[src/rtl/apb_req_arbiter_if.sv]
`default_nettype none
// +----------------------------------------------------------------------------+
// | Interface  : apb_req_arbiter_if                                            |
// | Purpose    : Bundles the two requester ports and the downstream APB-master |
// |              trigger port of apb_req_arbiter.                              |
// | Signals    : rN_req/rN_addr/rN_wdata/rN_write  requester N request         |
// |              rN_ready/rN_rdata                 requester N completion      |
// |              transfer/addr/wdata/write         trigger to the APB master   |
// |              ready/rdata                       APB master completion       |
// |              err                               timeout flag                |
// | Modports   : master - the arbiter itself                                   |
// |              slave  - the surrounding requesters and APB master            |
// | Revision   : 1.0  initial release                                          |
// +----------------------------------------------------------------------------+
interface apb_req_arbiter_if;
  logic        r0_req;
  logic [31:0] r0_addr;
  logic [31:0] r0_wdata;
  logic        r0_write;
  logic        r0_ready;
  logic [31:0] r0_rdata;

  logic        r1_req;
  logic [31:0] r1_addr;
  logic [31:0] r1_wdata;
  logic        r1_write;
  logic        r1_ready;
  logic [31:0] r1_rdata;

  logic        transfer;
  logic [31:0] addr;
  logic [31:0] wdata;
  logic        write;
  logic        ready;
  logic [31:0] rdata;
  logic        err;

  modport master (
    input  r0_req, r0_addr, r0_wdata, r0_write,
    input  r1_req, r1_addr, r1_wdata, r1_write,
    input  ready, rdata,
    output r0_ready, r0_rdata, r1_ready, r1_rdata,
    output transfer, addr, wdata, write, err
  );

  modport slave (
    output r0_req, r0_addr, r0_wdata, r0_write,
    output r1_req, r1_addr, r1_wdata, r1_write,
    output ready, rdata,
    input  r0_ready, r0_rdata, r1_ready, r1_rdata,
    input  transfer, addr, wdata, write, err
  );
endinterface
`default_nettype wire

[src/rtl/apb_req_arbiter.sv]
`default_nettype none
// +----------------------------------------------------------------------------+
// | Module     : apb_req_arbiter                                               |
// | Purpose    : Round-robin arbiter sharing the APB master trigger interface  |
// |              between requester 0 (core data port) and requester 1         |
// |              (secondary bus master). One transaction in flight at a time. |
// | Ports      : PCLK    system clock                                          |
// |              PRESET  asynchronous active-high reset                        |
// |              bus     apb_req_arbiter_if.master (requesters + APB trigger)  |
// | Parameters : TIMEOUT_CYCLES  ready watchdog limit (timeout build only)     |
// |              ERR_DATA        read data returned on a timed-out access      |
// | Options    : APB_ARB_TIMEOUT_EN  enables the downstream ready watchdog;    |
// |              when undefined WAIT lasts until ready and err is tied 0.      |
// | Revision   : 1.0  initial release                                          |
// +----------------------------------------------------------------------------+
module apb_req_arbiter #(
  parameter int          TIMEOUT_CYCLES = 1024,
  parameter logic [31:0] ERR_DATA       = 32'hDEAD_BEEF
) (
  input wire                PCLK,
  input wire                PRESET,
  apb_req_arbiter_if.master bus
);

  typedef enum logic [1:0] {
    S_IDLE  = 2'd0,
    S_ISSUE = 2'd1,
    S_WAIT  = 2'd2,
    S_DONE  = 2'd3
  } state_t;

  state_t      r_state;
  state_t      w_state_nxt;

  logic        r_last_grant;
  logic        r_gnt;
  logic [31:0] r_addr;
  logic [31:0] r_wdata;
  logic        r_write;
  logic [31:0] r_rdata0;
  logic [31:0] r_rdata1;

  logic        w_any_req;
  logic        w_grant;
  logic        w_complete;
  logic        w_timeout;
  logic [31:0] w_cpl_data;
  logic        w_transfer;
  logic        w_r0_ready;
  logic        w_r1_ready;
  logic        w_err;

`ifdef APB_ARB_TIMEOUT_EN
  localparam int                 c_cnt_w    = (TIMEOUT_CYCLES > 1) ? $clog2(TIMEOUT_CYCLES) : 1;
  localparam logic [c_cnt_w-1:0] c_tmo_last = c_cnt_w'(TIMEOUT_CYCLES - 1);

  logic [c_cnt_w-1:0] r_tmo_cnt;
  logic               r_err;
`else
  // Configuration values only matter to the watchdog build.
  logic [63:0] w_unused_cfg;
  assign w_unused_cfg = {ERR_DATA, 32'(TIMEOUT_CYCLES)};
`endif

  always_ff @(posedge PCLK or posedge PRESET) begin
    if (PRESET) begin
      r_state <= S_IDLE;
    end else begin
      r_state <= w_state_nxt;
    end
  end

  // Next-state and decoded outputs. Outputs depend only on registered state,
  // so there is no combinational path from rN_req to transfer.
  always_comb begin
    w_state_nxt = r_state;
    w_complete  = 1'b0;
    w_transfer  = 1'b0;
    w_r0_ready  = 1'b0;
    w_r1_ready  = 1'b0;
    w_err       = 1'b0;
    w_any_req   = bus.r0_req | bus.r1_req;
    // Tie goes to whoever was not served last; otherwise the lone requester.
    w_grant     = (bus.r0_req & bus.r1_req) ? ~r_last_grant : bus.r1_req;
`ifdef APB_ARB_TIMEOUT_EN
    // A ready arriving on the final count still wins over the timeout.
    w_timeout   = (r_state == S_WAIT) && !bus.ready && (r_tmo_cnt == c_tmo_last);
    w_cpl_data  = w_timeout ? ERR_DATA : bus.rdata;
`else
    w_timeout   = 1'b0;
    w_cpl_data  = bus.rdata;
`endif

    case (r_state)
      S_IDLE: begin
        if (w_any_req) begin
          w_state_nxt = S_ISSUE;
        end
      end
      S_ISSUE: begin
        w_transfer  = 1'b1;
        w_state_nxt = S_WAIT;
      end
      S_WAIT: begin
        if (bus.ready || w_timeout) begin
          w_complete  = 1'b1;
          w_state_nxt = S_DONE;
        end
      end
      S_DONE: begin
        w_r0_ready  = ~r_gnt;
        w_r1_ready  = r_gnt;
`ifdef APB_ARB_TIMEOUT_EN
        w_err       = r_err;
`endif
        w_state_nxt = S_IDLE;
      end
      default: begin
        w_state_nxt = S_IDLE;
      end
    endcase
  end

  always_ff @(posedge PCLK or posedge PRESET) begin
    if (PRESET) begin
      r_last_grant <= 1'b1;
      r_gnt        <= 1'b0;
      r_addr       <= 32'd0;
      r_wdata      <= 32'd0;
      r_write      <= 1'b0;
      r_rdata0     <= 32'd0;
      r_rdata1     <= 32'd0;
    end else begin
      if ((r_state == S_IDLE) && w_any_req) begin
        r_gnt   <= w_grant;
        r_addr  <= w_grant ? bus.r1_addr  : bus.r0_addr;
        r_wdata <= w_grant ? bus.r1_wdata : bus.r0_wdata;
        r_write <= w_grant ? bus.r1_write : bus.r0_write;
      end
      if (w_complete) begin
        r_last_grant <= r_gnt;
        if (r_gnt) begin
          r_rdata1 <= w_cpl_data;
        end else begin
          r_rdata0 <= w_cpl_data;
        end
      end
    end
  end

`ifdef APB_ARB_TIMEOUT_EN
  always_ff @(posedge PCLK or posedge PRESET) begin
    if (PRESET) begin
      r_tmo_cnt <= '0;
      r_err     <= 1'b0;
    end else begin
      // Cleared while issuing, so the first WAIT cycle sees zero.
      if (r_state == S_ISSUE) begin
        r_tmo_cnt <= '0;
      end else if (r_state == S_WAIT) begin
        r_tmo_cnt <= r_tmo_cnt + 1'b1;
      end
      if (w_complete) begin
        r_err <= w_timeout;
      end
    end
  end
`endif

  assign bus.transfer = w_transfer;
  assign bus.addr     = r_addr;
  assign bus.wdata    = r_wdata;
  assign bus.write    = r_write;
  assign bus.r0_ready = w_r0_ready;
  assign bus.r1_ready = w_r1_ready;
  assign bus.r0_rdata = r_rdata0;
  assign bus.r1_rdata = r_rdata1;
  assign bus.err      = w_err;

endmodule
`default_nettype wire

[src/flat_wrapper.sv]
// flat-port wrapper written by rule: the top's interface ports become plain ports
module apb_req_arbiter_flat 
#(
  parameter int          TIMEOUT_CYCLES = 1024,
  parameter logic [31:0] ERR_DATA       = 32'hDEAD_BEEF
)
  (PCLK, PRESET, bus_r0_req, bus_r0_addr, bus_r0_wdata, bus_r0_write, bus_r1_req, bus_r1_addr, bus_r1_wdata, bus_r1_write, bus_ready, bus_rdata, bus_r0_ready, bus_r0_rdata, bus_r1_ready, bus_r1_rdata, bus_transfer, bus_addr, bus_wdata, bus_write, bus_err);
  apb_req_arbiter_if bus_i ();
  input wire PCLK;
  input wire PRESET;
  input wire logic [$bits(bus_i.r0_req)-1:0] bus_r0_req;
  input wire logic [$bits(bus_i.r0_addr)-1:0] bus_r0_addr;
  input wire logic [$bits(bus_i.r0_wdata)-1:0] bus_r0_wdata;
  input wire logic [$bits(bus_i.r0_write)-1:0] bus_r0_write;
  input wire logic [$bits(bus_i.r1_req)-1:0] bus_r1_req;
  input wire logic [$bits(bus_i.r1_addr)-1:0] bus_r1_addr;
  input wire logic [$bits(bus_i.r1_wdata)-1:0] bus_r1_wdata;
  input wire logic [$bits(bus_i.r1_write)-1:0] bus_r1_write;
  input wire logic [$bits(bus_i.ready)-1:0] bus_ready;
  input wire logic [$bits(bus_i.rdata)-1:0] bus_rdata;
  output wire logic [$bits(bus_i.r0_ready)-1:0] bus_r0_ready;
  output wire logic [$bits(bus_i.r0_rdata)-1:0] bus_r0_rdata;
  output wire logic [$bits(bus_i.r1_ready)-1:0] bus_r1_ready;
  output wire logic [$bits(bus_i.r1_rdata)-1:0] bus_r1_rdata;
  output wire logic [$bits(bus_i.transfer)-1:0] bus_transfer;
  output wire logic [$bits(bus_i.addr)-1:0] bus_addr;
  output wire logic [$bits(bus_i.wdata)-1:0] bus_wdata;
  output wire logic [$bits(bus_i.write)-1:0] bus_write;
  output wire logic [$bits(bus_i.err)-1:0] bus_err;
  assign bus_i.r0_req = bus_r0_req;
  assign bus_i.r0_addr = bus_r0_addr;
  assign bus_i.r0_wdata = bus_r0_wdata;
  assign bus_i.r0_write = bus_r0_write;
  assign bus_i.r1_req = bus_r1_req;
  assign bus_i.r1_addr = bus_r1_addr;
  assign bus_i.r1_wdata = bus_r1_wdata;
  assign bus_i.r1_write = bus_r1_write;
  assign bus_i.ready = bus_ready;
  assign bus_i.rdata = bus_rdata;
  assign bus_r0_ready = bus_i.r0_ready;
  assign bus_r0_rdata = bus_i.r0_rdata;
  assign bus_r1_ready = bus_i.r1_ready;
  assign bus_r1_rdata = bus_i.r1_rdata;
  assign bus_transfer = bus_i.transfer;
  assign bus_addr = bus_i.addr;
  assign bus_wdata = bus_i.wdata;
  assign bus_write = bus_i.write;
  assign bus_err = bus_i.err;
  apb_req_arbiter #(.TIMEOUT_CYCLES(TIMEOUT_CYCLES), .ERR_DATA(ERR_DATA)) u_core (.PCLK(PCLK), .PRESET(PRESET), .bus(bus_i));
endmodule
[config.mk]
export PLATFORM = sky130hd
export DESIGN_NAME = apb_req_arbiter_flat
export DESIGN_NICKNAME = d
export VERILOG_FILES = /design/src/rtl/apb_req_arbiter_if.sv /design/src/rtl/apb_req_arbiter.sv /design/src/flat_wrapper.sv
export SDC_FILE = /design/constraint.sdc
export NUM_CORES = 1
export LEC_CHECK = 0
export CELL_PAD_IN_SITES_DETAIL_PLACEMENT = 2
export CELL_PAD_IN_SITES_GLOBAL_PLACEMENT = 2
export CORE_MARGIN = 10
export CORE_UTILIZATION = 25
export DETAILED_ROUTE_END_ITERATION = 12
export HOLD_SLACK_MARGIN = 0.03
export PLACE_DENSITY_LB_ADDON = 0.1
export SLEW_MARGIN = 20
export SYNTH_ARGS = -nofsm -noshare
export SYNTH_HDL_FRONTEND = slang
export SYNTH_SLANG_ARGS = --single-unit
export TNS_END_PERCENT = 5
[constraint.sdc]
create_clock -name PCLK -period 9.42 [get_ports PCLK]
set_input_delay 2.826 -clock PCLK [delete_from_list [all_inputs] [get_ports PCLK]]
set_output_delay 2.826 -clock PCLK [all_outputs]
set_load 0.01 [all_outputs]
==> out/qor.yml, run 1 <==
tightest_slew_ns: 0.949
clk-insertion-delay-late_ns: 0.42
drt_wl_total_um: 24900
synth_cell_types: 26
core_um2: 22500
synth_ff_type: "dfrtp_1"
holdCritPathClass: "flop to flop"
gp_congestion: 0.743
io_buffers: 298
r2r_cells: 6
rsz0062_at_grt: "false"
fmax_mhz: 218
cts_max_level: 4
syn_avg_cell_area_um2: 11.0
yosysTopAreaCellShare: 0.580
min_period_ns: 4.59
dp_hpwl_um: 18600
drive_above_1_share: 0.133
fin_crit_sh: 0.487
synthArstFlopShare: 1.00
vdd_drop_max_mv: 0.132
drt-met1-wl_um: 9280
synth.largest_area_cell: "dfrtp_1"
holdBufCountCts: 0
synth_edf_count: 0
fillCellCount: 2353
cts_tree: "yes"
cts.sinks: 133
cts_max_path_buffers: 2
required_ns: 9.76
total_power_uw: 3240
syn_inst: 519
drtPass1Iterations: 4
viasPerCell: 4.58
slew_headroom: 0.366
critical_path.startpoint_type: "primary input"
area_growth_pct: 67.1
chipHeight_um: 171
post-route-util: 0.423
placed_cells: 1071
netlist_top_cells_area: "dfrtp_1 (58%), a21oi_1 (12%), mux2_4 (7.9%)"
p_leak_uw: 0.00407
cts_root_buffer: "clkbuf_16"
drv_cap: 0
grt_overflow: 0
syn_nets: 691
yosysMostFrequentCell: "dfrtp_1"
outcome: "completed"
highest_layer: "met4"
grt_pass1_wl_um: 37200
dr.first_iter.drc_count: 162
setup_viol: 0
vias: 5065
cts_resized: 0
cts-buffers-inserted: 17
hold_violations: 0
hold_start: "u_core.bus.r1_rdata[29]"
grt_max_degree: 81
wl_per_cell_um: 22.5
ant_nets: 0
drv_slew: 0
crit_path_start: "bus_r0_req"
start_util: 0.253
rows: 55
min_to: "u_core.bus.r1_rdata[29]"
crit_path_max_fanout: 35
cp-end-kind: "flop"
reg2reg_to: "u_core.bus.wdata[4]"
finalSetupTns_ns: 0
wl_met2_um: 13200
dieArea_um2: 29200
multi_input_area_um2: 2180
hold_depth: 1
r2r_slack_ns: 7.05
fp.dieW_um: 171
ys_top_cells_by_count: "dfrtp_1 (132), a21oi_1 (131), nand2_1 (68)"
synth_seq_cells: 133
fin_cells: 1106
hold_slack_ns: 0.505
antenna_found_initial: 2
grt_pass1_vias: 5948
ys_seq_area_frac: 0.585
worstSetupPathType: "primary input to flop"
cp.arrival_ns: 4.93
yosysWarnings: 0
nNetsFinal: 977
pin_count: 300
skew_ns: 0.0115
synthesis.area_um2: 5690
r2r_start: "u_core.r_state[0]"
grt.total_usage: 0.167
postCtsSetupRepairBufs: 0
power_density_nw_per_um2: 341
path_clk_slew_ns: 0.06
post-route-drc-count: 0
regArea_um2: 3330
wl_met3_um: 2050
==> where the power goes <==
part / internal [µW] / switching, µW
Sequential: 867 / 170
Combinational: 845 / 682
Clock: 409 / 272
Total: 2120 / 1120
==> logic make-up (layout without fill, tap and decap cells) <==
logic type | after synthesis | count (layout) | share of synthesized area
muxes | 65 | 65 | 0.148
and+or+nand+nor | 138 | 138 | 0.0932
DFF | 133 | 133 | 0.585
AOI/OAI and AO/OA | 137 | 137 | 0.124
other | 1 | 4 | 0.000659
buffers and inverters | 40 | 339 | 0.0374
adders and majority gates | 5 | 5 | 0.0110
==> stage by stage <==
| step | setup WS, ns | area (µm²) |
|---|---|---|
| final | 4.83 | 9510 |
| after global routing | 4.66 | 9510 |
| after CTS | 4.80 | 9500 |
| after detailed placement | 4.35 | 8900 |
| after global placement | 4.43 | 8900 |
| after floorplan | 3.04 | 5690 |
==> per-layer routing <==
layer  GRT usage  up-vias
met3      0.0613       18
met4      0.0571        0
li1            -     2335
met1       0.180     2547
met5           0        -
met2       0.297      165
==> how the worst max path moves through the flow <==
| stage | end | cells after the start |
|---|---|---|
| after detailed placement | u_core.bus.wdata[14] | 5 |
| final | u_core.bus.wdata[4] | 5 |
| after floorplan | u_core.bus.addr[0] | 1 |
| after CTS | u_core.bus.wdata[14] | 5 |
| after global routing | u_core.bus.addr[6] | 5 |
| after global placement | u_core.bus.addr[27] | 5 |
==> state kept, by name (all words and copies together), names as in the netlist <==
| signal | cells |
|---|---|
| u_core.bus.write | 1 |
| u_core.r_last_grant | 1 |
| u_core.bus.r0_rdata | 32 |
| u_core.bus.addr | 32 |
| u_core.r_gnt | 1 |
| u_core.bus.wdata | 32 |
| u_core.r_state | 2 |
| u_core.bus.r1_rdata | 32 |
==> layout make-up <==
cell class | count | share of cell area
sequential | 133 | 0.350
timing repair buffer | 303 | 0.318
multi-input combinational | 346 | 0.229
clock buffer | 20 | 0.0480
tap | 285 | 0.0375
clock inverter | 12 | 0.0149
inverter | 4 | 0.00210
antenna | 3 | 0.000789
==> placed cells by master, fill, tap and decap left out, types with 5 or more instances in the layout <==
cell type,count
nor2_1,65
clkbuf_16,17
ha_1,5
nand2_1,68
a21oi_1,131
mux2_4,30
inv_6,6
mux2_2,35
dfrtp_1,132
clkdlybuf4s50_1,298
==> worst max-delay path, cell delays in order <==
cell and delay, ns:
clkdlybuf4s50_1 0.65, o21a_2 0.67, buf_4 0.51, nor2_1 0.10, a21oi_1 0.13
(Power assumes the default switching activity.)
==> run 2: changes to the inputs <==
- CORE_UTILIZATION: 25 -> 21
- clock period: 9.42 -> 4.2 ns (I/O delays scaled with it)
==> run 2 against run 1 <==
Compared with the run above:
- flip-flop and latch count unchanged
- global-route usage down 2.1 points
- clock power up 120%
- non-clock buffer count up 6
- cell area up 1.0%
- sequential power up 120%
- clock skew up 0.00087 ns
- count of clock-buffer cells in the layout down 3
- via count up 0.16%
- largest cell class unchanged
==> out/qor.yml, run 2 (synthesized netlist as in run 1, its figures left out) <==
outcome: "completed"
cts_resized: 0  # unchanged
wl_met3_um: 1740  # -15%
hold_violations: 0  # unchanged
cts.sinks: 133  # unchanged
gp_congestion: 0.770  # +3.6%
path_cells: "ha_1 > nor2b_1 > clkdlybuf4s50_1"
drive_above_1_share: 0.140  # +0.00648
holdCritPathClass: "flop to flop"
pwr-share-comb: 0.475  # +0.005
cts-buffers-inserted: 17  # unchanged
crit_path_max_fanout: 4  # -89%
finalSetupTns_ns: 0  # unchanged
vdd_drop_max_mv: 0.205  # +55%
holdBufCountCts: 0  # unchanged
chipHeight_um: 185  # +8.0%
cp-end-kind: "output pin"
cp.arrival_ns: 1.71  # -3.22 ns
drtPass1Iterations: 4  # unchanged
start_util: 0.212  # -0.0406
fmax_mhz: 337
worstSetupPathType: "flop to output pin"
rows: 60  # +9.1%
wl_met2_um: 13400  # +1.7%
vias: 5073  # +0.16%
slew_headroom: 0.490  # +0.124
area_growth_pct: 68.9
p_leak_uw: 0.00407  # +0.11%
nNetsFinal: 983  # +0.61%
skew_ns: 0.0123  # +0.000866 ns
slowest_delay_ns: 0.58  # -0.09 ns
rsz0062_at_grt: "false"
critPathSlowestCell: "clkdlybuf4s50_1"
grt_max_degree: 134  # +65%
path_clk_slew_ns: 0.07  # about the same
min_period_ns: 2.97
mostFrequentLayoutCells: "clkdlybuf4s50_1 (298), dfrtp_1 (132), a21oi_1 (131)"
dieArea_um2: 34100  # +17%
critical_path.startpoint_type: "flop"
setup_viol: 0  # unchanged
antenna_found_initial: 2  # unchanged
drt_wl_total_um: 25300  # +1.3%
highest_layer: "met4"
drt-met1-wl_um: 9800  # +5.6%
dp_hpwl_um: 18700  # +0.51%
final_common_cell: "clkdlybuf4s50_1"
fp.dieW_um: 185  # +8.0%
cts_max_level: 4  # unchanged
fin_cells: 1165  # +5.3%
path_buf_inv: 1  # -1
core_um2: 26800  # +19%
drv_cap: 0  # unchanged
pin_count: 300  # unchanged
drv_slew: 0  # unchanged
tightest_slew_ns: 0.765  # -0.185 ns
intPower_uw: 4690  # +120%
seqPwrFrac: 0.321  # about the same
grt.total_usage: 0.147  # -0.0207
hold_slack_ns: 0.508  # +0.00345 ns
required_ns: 2.94  # -6.82 ns
grt_pass1_wl_um: 38000  # +2.3%
grt_pass1_vias: 6019  # +1.2%
cts_root_buffer: "clkbuf_16"
p_switching_uw: 2550  # +130%
io_buffers: 298  # unchanged
wl_per_cell_um: 21.7  # -3.8%
power_density_nw_per_um2: 753  # +120%
ant_nets: 0  # unchanged
placed_cells: 1133  # +5.8%
post-route-drc-count: 0  # unchanged
cts_tree: "yes"
grt_overflow: 0  # unchanged
fin_crit_sh: 0.707
switching_share: 0.352  # +0.00585
clkPwrFrac: 0.204  # -0.006
clk-insertion-delay-late_ns: 0.42  # about the same
postCtsSetupRepairBufs: 0  # unchanged
critPathTopFamily: "buffers and inverters"
viasPerCell: 4.35  # -4.9%
dr.first_iter.drc_count: 199  # +23%
cts_max_path_buffers: 2  # unchanged
==> run 2: layout make-up <==
type | instances | area (µm²)
fillers | 2864 | 17200
flip-flops and latches | 133 | 3330
repair buffers | 309 | 3090
multi-input cells | 346 | 2170
well taps | 341 | 427
clock buffers | 17 | 425
clock inverters | 14 | 143
inverters | 4 | 18.8
diodes | 1 | 2.50
==> run 2: path summary, 6_finish.rpt <==
kind                                                 to  slack, ns                   start  depth (start not counted)
worst max-delay path                       bus_r0_ready       1.23       u_core.r_state[0]                          3
worst min-delay path             u_core.bus.r0_rdata[5]       0.51  u_core.bus.r0_rdata[5]                          1
worst max register to register  u_core.bus.r0_rdata[26]       2.12       u_core.r_state[0]                          6
worst min register to register   u_core.bus.r0_rdata[5]       0.51  u_core.bus.r0_rdata[5]                          1
max in group asynchronous           u_core.bus.wdata[8]       2.19                  PRESET                          3
min in group asynchronous        u_core.bus.r0_rdata[2]       1.44                  PRESET                          3
==> run 2: through the flow <==
stage / total power, µW / util / worst slack (ns) / cell area [µm²]
3_3_place_gp: 5740 / 0.337 / 1.11 / 9040
6_report: 7240 / 0.359 / 1.23 / 9610
5_1_grt: 7760 / 0.359 / 1.07 / 9610
2_1_floorplan: 3830 / - / 1.29 / 5700
3_5_place_dp: 5880 / 0.337 / 1.03 / 9040
4_1_cts: 7420 / 0.358 / 1.18 / 9610
==> run 2: power groups by stage <==
stage               registers [µW]  logic (µW)  clock network (µW)
finish                        2320        3440                1480
floorplan                     2580        1250                   0
global placement              2300        3440                   0
CTS                           2340        3540                1540
detailed placement            2350        3530                   0
global route                  2410        3750                1590
==> run 2: routing by layer <==
metal / up-vias / track usage
li1: 2334 / -
met1: 2570 / 0.158
met2: 152 / 0.268
met3: 17 / 0.0482
met4: 0 / 0.0393
met5: - / 0
